===== src/rtl/ram_bist.sv =====
// March C-lite memory BIST controller: drives a synchronous RAM with registered
// read data, compares every read one cycle later and records mismatches.
module ram_bist #(
  parameter int DATA_WIDTH = 8,
  parameter int ADDR_WIDTH = 4
) (
  input  logic                  clk,
  input  logic                  rst,
  input  logic                  start,
  output logic                  ram_we,
  output logic [ADDR_WIDTH-1:0] ram_addr,
  output logic [DATA_WIDTH-1:0] ram_wdata,
  input  logic [DATA_WIDTH-1:0] ram_rdata,
  output logic                  busy,
  output logic                  done,
  output logic                  pass,
  output logic [ADDR_WIDTH+1:0] err_count,
  output logic [ADDR_WIDTH-1:0] fail_addr,
  output logic [DATA_WIDTH-1:0] fail_data
);

  typedef enum logic [3:0] {
    IDLE, M0, M1_R, M1_W, M2_R, M2_W, M3_R, DRAIN, DONE
  } state_t;

  localparam logic [ADDR_WIDTH-1:0] ADDR_MAX = '1;

  state_t                  state_q, state_d;
  logic [ADDR_WIDTH-1:0]   addr_q, addr_d;
  logic                    pend_q, pend_d;
  logic [DATA_WIDTH-1:0]   exp_q, exp_d;
  logic [ADDR_WIDTH-1:0]   paddr_q, paddr_d;
  logic [ADDR_WIDTH+1:0]   err_q, err_d;
  logic [ADDR_WIDTH-1:0]   faddr_q, faddr_d;
  logic [DATA_WIDTH-1:0]   fdata_q, fdata_d;

  always_ff @(posedge clk or posedge rst) begin
    if (rst) begin
      state_q <= IDLE;
      addr_q  <= '0;
      pend_q  <= 1'b0;
      exp_q   <= '0;
      paddr_q <= '0;
      err_q   <= '0;
      faddr_q <= '0;
      fdata_q <= '0;
    end else begin
      state_q <= state_d;
      addr_q  <= addr_d;
      pend_q  <= pend_d;
      exp_q   <= exp_d;
      paddr_q <= paddr_d;
      err_q   <= err_d;
      faddr_q <= faddr_d;
      fdata_q <= fdata_d;
    end
  end

  always_comb begin
    state_d   = state_q;
    addr_d    = addr_q;
    pend_d    = 1'b0;
    exp_d     = exp_q;
    paddr_d   = paddr_q;
    err_d     = err_q;
    faddr_d   = faddr_q;
    fdata_d   = fdata_q;
    ram_we    = 1'b0;
    ram_addr  = '0;
    ram_wdata = '0;

    // Compare the read issued in the previous cycle; the first mismatch is
    // recognised by the counter still being zero (cleared at every start).
    if (pend_q && (ram_rdata != exp_q)) begin
      if (err_q != '1) err_d = err_q + 1'b1;
      if (err_q == '0) begin
        faddr_d = paddr_q;
        fdata_d = ram_rdata;
      end
    end

    case (state_q)
      IDLE, DONE: begin
        if (start) begin
          state_d = M0;
          addr_d  = '0;
          err_d   = '0;
          faddr_d = '0;
          fdata_d = '0;
        end
      end
      M0: begin
        ram_we    = 1'b1;
        ram_addr  = addr_q;
        ram_wdata = '0;
        if (addr_q == ADDR_MAX) begin
          state_d = M1_R;
          addr_d  = '0;
        end else begin
          addr_d  = addr_q + 1'b1;
        end
      end
      M1_R: begin
        ram_addr = addr_q;
        pend_d   = 1'b1;
        exp_d    = '0;
        paddr_d  = addr_q;
        state_d  = M1_W;
      end
      M1_W: begin
        ram_we    = 1'b1;
        ram_addr  = addr_q;
        ram_wdata = '1;
        if (addr_q == ADDR_MAX) begin
          state_d = M2_R;
        end else begin
          state_d = M1_R;
          addr_d  = addr_q + 1'b1;
        end
      end
      M2_R: begin
        ram_addr = addr_q;
        pend_d   = 1'b1;
        exp_d    = '1;
        paddr_d  = addr_q;
        state_d  = M2_W;
      end
      M2_W: begin
        ram_we    = 1'b1;
        ram_addr  = addr_q;
        ram_wdata = '0;
        if (addr_q == '0) begin
          state_d = M3_R;
          addr_d  = ADDR_MAX;
        end else begin
          state_d = M2_R;
          addr_d  = addr_q - 1'b1;
        end
      end
      M3_R: begin
        ram_addr = addr_q;
        pend_d   = 1'b1;
        exp_d    = '0;
        paddr_d  = addr_q;
        if (addr_q == '0) state_d = DRAIN;
        else              addr_d  = addr_q - 1'b1;
      end
      DRAIN: state_d = DONE;
      default: state_d = IDLE;
    endcase
  end

  assign busy      = (state_q != IDLE) && (state_q != DONE);
  assign done      = (state_q == DONE);
  assign pass      = done && (err_q == '0);
  assign err_count = err_q;
  assign fail_addr = faddr_q;
  assign fail_data = fdata_q;

endmodule


===== config.mk =====
export PLATFORM = sky130hd
export DESIGN_NAME = ram_bist
export DESIGN_NICKNAME = d
export VERILOG_FILES = /design/src/rtl/ram_bist.sv
export SDC_FILE = /design/constraint.sdc
export NUM_CORES = 1
export LEC_CHECK = 0
export ABC_CLOCK_PERIOD_IN_PS = 1900
export BUFFER_PORTS_ARGS = -buffer_cell sky130_fd_sc_hd__buf_4
export CAP_MARGIN = 5
export CORE_UTILIZATION = 54
export CTS_CLUSTER_DIAMETER = 50
export CTS_CLUSTER_SIZE = 10
export DETAILED_ROUTE_END_ITERATION = 12
export GPL_ROUTABILITY_DRIVEN = 0
export MAX_ROUTING_LAYER = met4
export PLACE_DENSITY = 0.81
export SETUP_SLACK_MARGIN = 0.3
export SYNTH_ARGS = -nofsm -noshare
export SYNTH_HDL_FRONTEND = slang
export SYNTH_SLANG_ARGS = --single-unit

===== constraint.sdc =====
create_clock -name clk -period 1.9 [get_ports clk]
set_input_delay 0.285 -clock clk [delete_from_list [all_inputs] [get_ports clk]]
set_output_delay 0.285 -clock clk [all_outputs]
set_load 0.1 [all_outputs]

==> flow_summary.yaml <==
global_routing:
  antenna_found_initial: 0
  grt_use_total: 0.3917
  globalRouteOverflowTotal: 0
  grt_pass1_wl_um: 11370
  grt_max_degree: 33
  grt_pass1_vias: 2241
setup_path:
  cp_data_arrival_time_ns: 2.13
  max_stage_delay_ns: 0.46
  reg2reg_to: "addr_q[0]"
  path_cells: "buf_4 -> buf_4 -> nor2b_1 -> a211o_1 -> and3_4 -> mux2_4"
  reg2regPathDepth: 6
  cp.required_ns: 2.08
  crit_top_cell: "buf_4"
  cp-end-kind: "register"
  cp_slowest_cell: "dfrtp_2"
  path_class: "register to register"
  r2r-start: "state_q[3]"
  cp-endpoint: "addr_q[0]"
  critPathLaunchType: "register"
  regToRegSetupSlack_ns: -0.05
  crit_start: "state_q[3]"
  crit_fanout: 5
power:
  p_switching_mw: 3.279
  intPower_mw: 2.744
  power_per_cell_area_nw_per_um2: 1838
  leakagePower_nw: 1.433
  combPwrFrac: 0.708
  swShare: 0.5444
  p_seq_frac: 0.178
  ir_drop_uv: 1555
  p_clk_frac: 0.114
detailed_routing:
  drtIter0Drc: 459
  wl_per_cell_um: 28.14
  dr_total_vias: 2400
  wirelength_um: 9454
  drc: 0
  dr.pass1.iters: 5
  vias_per_cell: 7.143
  drtAntennaViolNets: 0
timing:
  fmax_mhz: 511.6
  setup_viol: 4
  finClkSkew_ns: 0.006520
  slew_headroom: 0.6732
  worstMarginPinSlew_ns: 0.4857
  slew_viol_final: 0
  timing.final.crit_period_ns: 1.955
  period_share: 1.029
  worst_slack_ns: -0.05456
  hold_ws_ns: 0.08162
  hold_viol: 0
  rsz0062_at_grt: "true"
placed_design:
  dp_cells: 304
  io_buffers: 44
  dp_hpwl_um: 3546
  dpl_cell_area_um2: 2525
yosys:
  ys_seq_area_frac: 0.3941
  synth_area_um2: 2032
  synth_nets: 233
  ys_ff_latch: 32
  synth_cell_types: 50
  synthArstFlopShare: 1.000
  syn_area_per_cell_um2: 9.364
  synth_edf_count: 0
  dominantRegCellSynth: "dfrtp_1"
  syn_inst: 217
  yosysWarnings: 0
clock_tree:
  worstSkewPairLatency_ns: 0.29
  path_clk_slew_ns: 0.08
  postCtsHoldBufs: 0
  htreeDepth: 2
  tritoncts: "built"
  cts_buffer_depth: 2
  cts_sinks: 32
  cts_buffers: 5
  clockRootBuffer: "clkbuf_8"
finish:
  final_common_cell: "buf_4"
  antennaDiodeCount: 0
  area.growth.synth_to_final_pct: 61.27
  final_area_um2: 3277
  finalNonFillerCells: 336
  nets: 305
  drive_gt1_frac: 0.4862
  layout_common_cells: "60 x buf_4, 35 x nand2_1, 22 x dfrtp_1, 13 x mux2i_1, 10 x buf_12"
die:
  die_w_um: 63.34
  rows: 21
  die-area_um2: 4012
  initial_core_util: 0.5859
  pin_count: 45
  core_area_um2: 3468
  die_h_um: 63.34
run:
  drv_cap: 0
hold_path:
  min_path_type: "input pin to asynchronous set/reset pin"
status:
  violations: "negative setup slack"
  status: "finished, violations left"
[final cells by class]
class	instances	area (um^2)
multi-input cells	157	1320
repair buffers	84	928.4
flip-flops and latches	32	823.3
fillers	103	191.4
clock buffers	5	68.82
well taps	46	57.56
clock inverters	3	42.54
inverters	9	36.28
[cells in the mapped netlist, drive strengths merged (2+ instances only)]
cell type,n,area share
o41a,2,0.011
ha,5,0.031
inv,9,0.017
xnor2,2,0.0086
nand2,37,0.068
a21oi,9,0.022
nor2,4,0.0074
clkbuf,3,0.0055
a2bb2oi,3,0.013
nor3b,2,0.0074
nor4,7,0.022
and2,6,0.018
and3,5,0.018
mux2i,14,0.069
nor3,11,0.032
mux2,5,0.030
buf,16,0.055
nor2b,2,0.0062
dfrtp,32,0.39
o21ai,6,0.015
a31oi,3,0.0092
nand2b,2,0.0062
nand3,6,0.015
o21a,2,0.0074
o31ai,2,0.0074
nand4,3,0.0092
nor4bb,2,0.0099
[metrics by stage]
step           power (mW)  setup TNS (ns)    util  setup slack [ns]
3_5_place_dp        4.140               0  0.7280           0.02346
3_3_place_gp        4.081               0  0.7280           0.08458
5_1_grt             6.129         -0.8559  0.9448           -0.2116
2_1_floorplan       3.557         -0.7859       -           -0.2306
6_report            6.023         -0.1416  0.9448          -0.05456
4_1_cts             5.406               0  0.8954           0.08450
[power by group through the flow]
stage                     Combinational (mW)  Sequential (mW)  Clock, mW
after floorplan                         1.86             1.70          0
after global placement                  3.01             1.07          0
after detailed placement                3.07             1.07          0
after CTS                               3.71             1.03      0.659
after global routing                    4.34             1.08      0.709
final                                   4.26             1.07      0.687
[worst max-delay path: cells and delay by family (launching register included)]
family | cells | cell delay, ns
AND/OR/NAND/NOR | 2 | 0.51
AO/OA/AOI/OAI | 1 | 0.27
flip-flops | 1 | 0.46
buffers and inverters | 2 | 0.31
multiplexers | 1 | 0.31
[state kept, by name (all words and copies together), names as in the netlist]
name and flops:
fail_addr 4, paddr_q 4, state_q 4, addr_q 4
pend_q 1, exp_q 1, err_count 6, fail_data 8
[timing repair]
| item | 4_1_cts | 5_1_grt |
|---|---|---|
| endpoints found under the setup margin | 36 | 40 |
| pin swaps | 11 | 7 |
| cloned | 1 | 1 |
| resized for setup | 72 | 20 |
| buffers inserted | 19 | 3 |
[routing by layer]
layer  GRT usage  vias to the layer above  part of all wire
li1            -                      924                 -
met1      0.4159                     1148              0.33
met2      0.6769                      246              0.49
met3     0.07790                       82             0.095
met4      0.2159                        0             0.086
met5           -                        -                 0
[worst min path at each step]
| stage | from | end | slack [ns] | cells past startpoint |
|---|---|---|---|---|
| final | rst | fail_data[1] | 0.08 | 3 |
| after floorplan | rst | addr_q[0] | 0.40 | 1 |
| after CTS | rst | fail_addr[3] | 0.09 | 3 |
| after global placement | rst | paddr_q[1] | 0.40 | 3 |
| after detailed placement | rst | paddr_q[1] | 0.40 | 3 |
| after global routing | rst | addr_q[1] | 0.12 | 3 |
[cell families (layout without fill, tap and decap cells)]
family          Yosys count  in the layout  share of synthesized area
mux                      19             19                    0.09852
xor+xnor                  2              2                   0.008622
compound gates           38             38                     0.1398
simple gates             93             93                     0.2506
buf+inv                  28            101                    0.07759
fa+ha+maj                 5              5                    0.03079
flops                    32             32                     0.3941
Power figures use the tool's default switching activity.
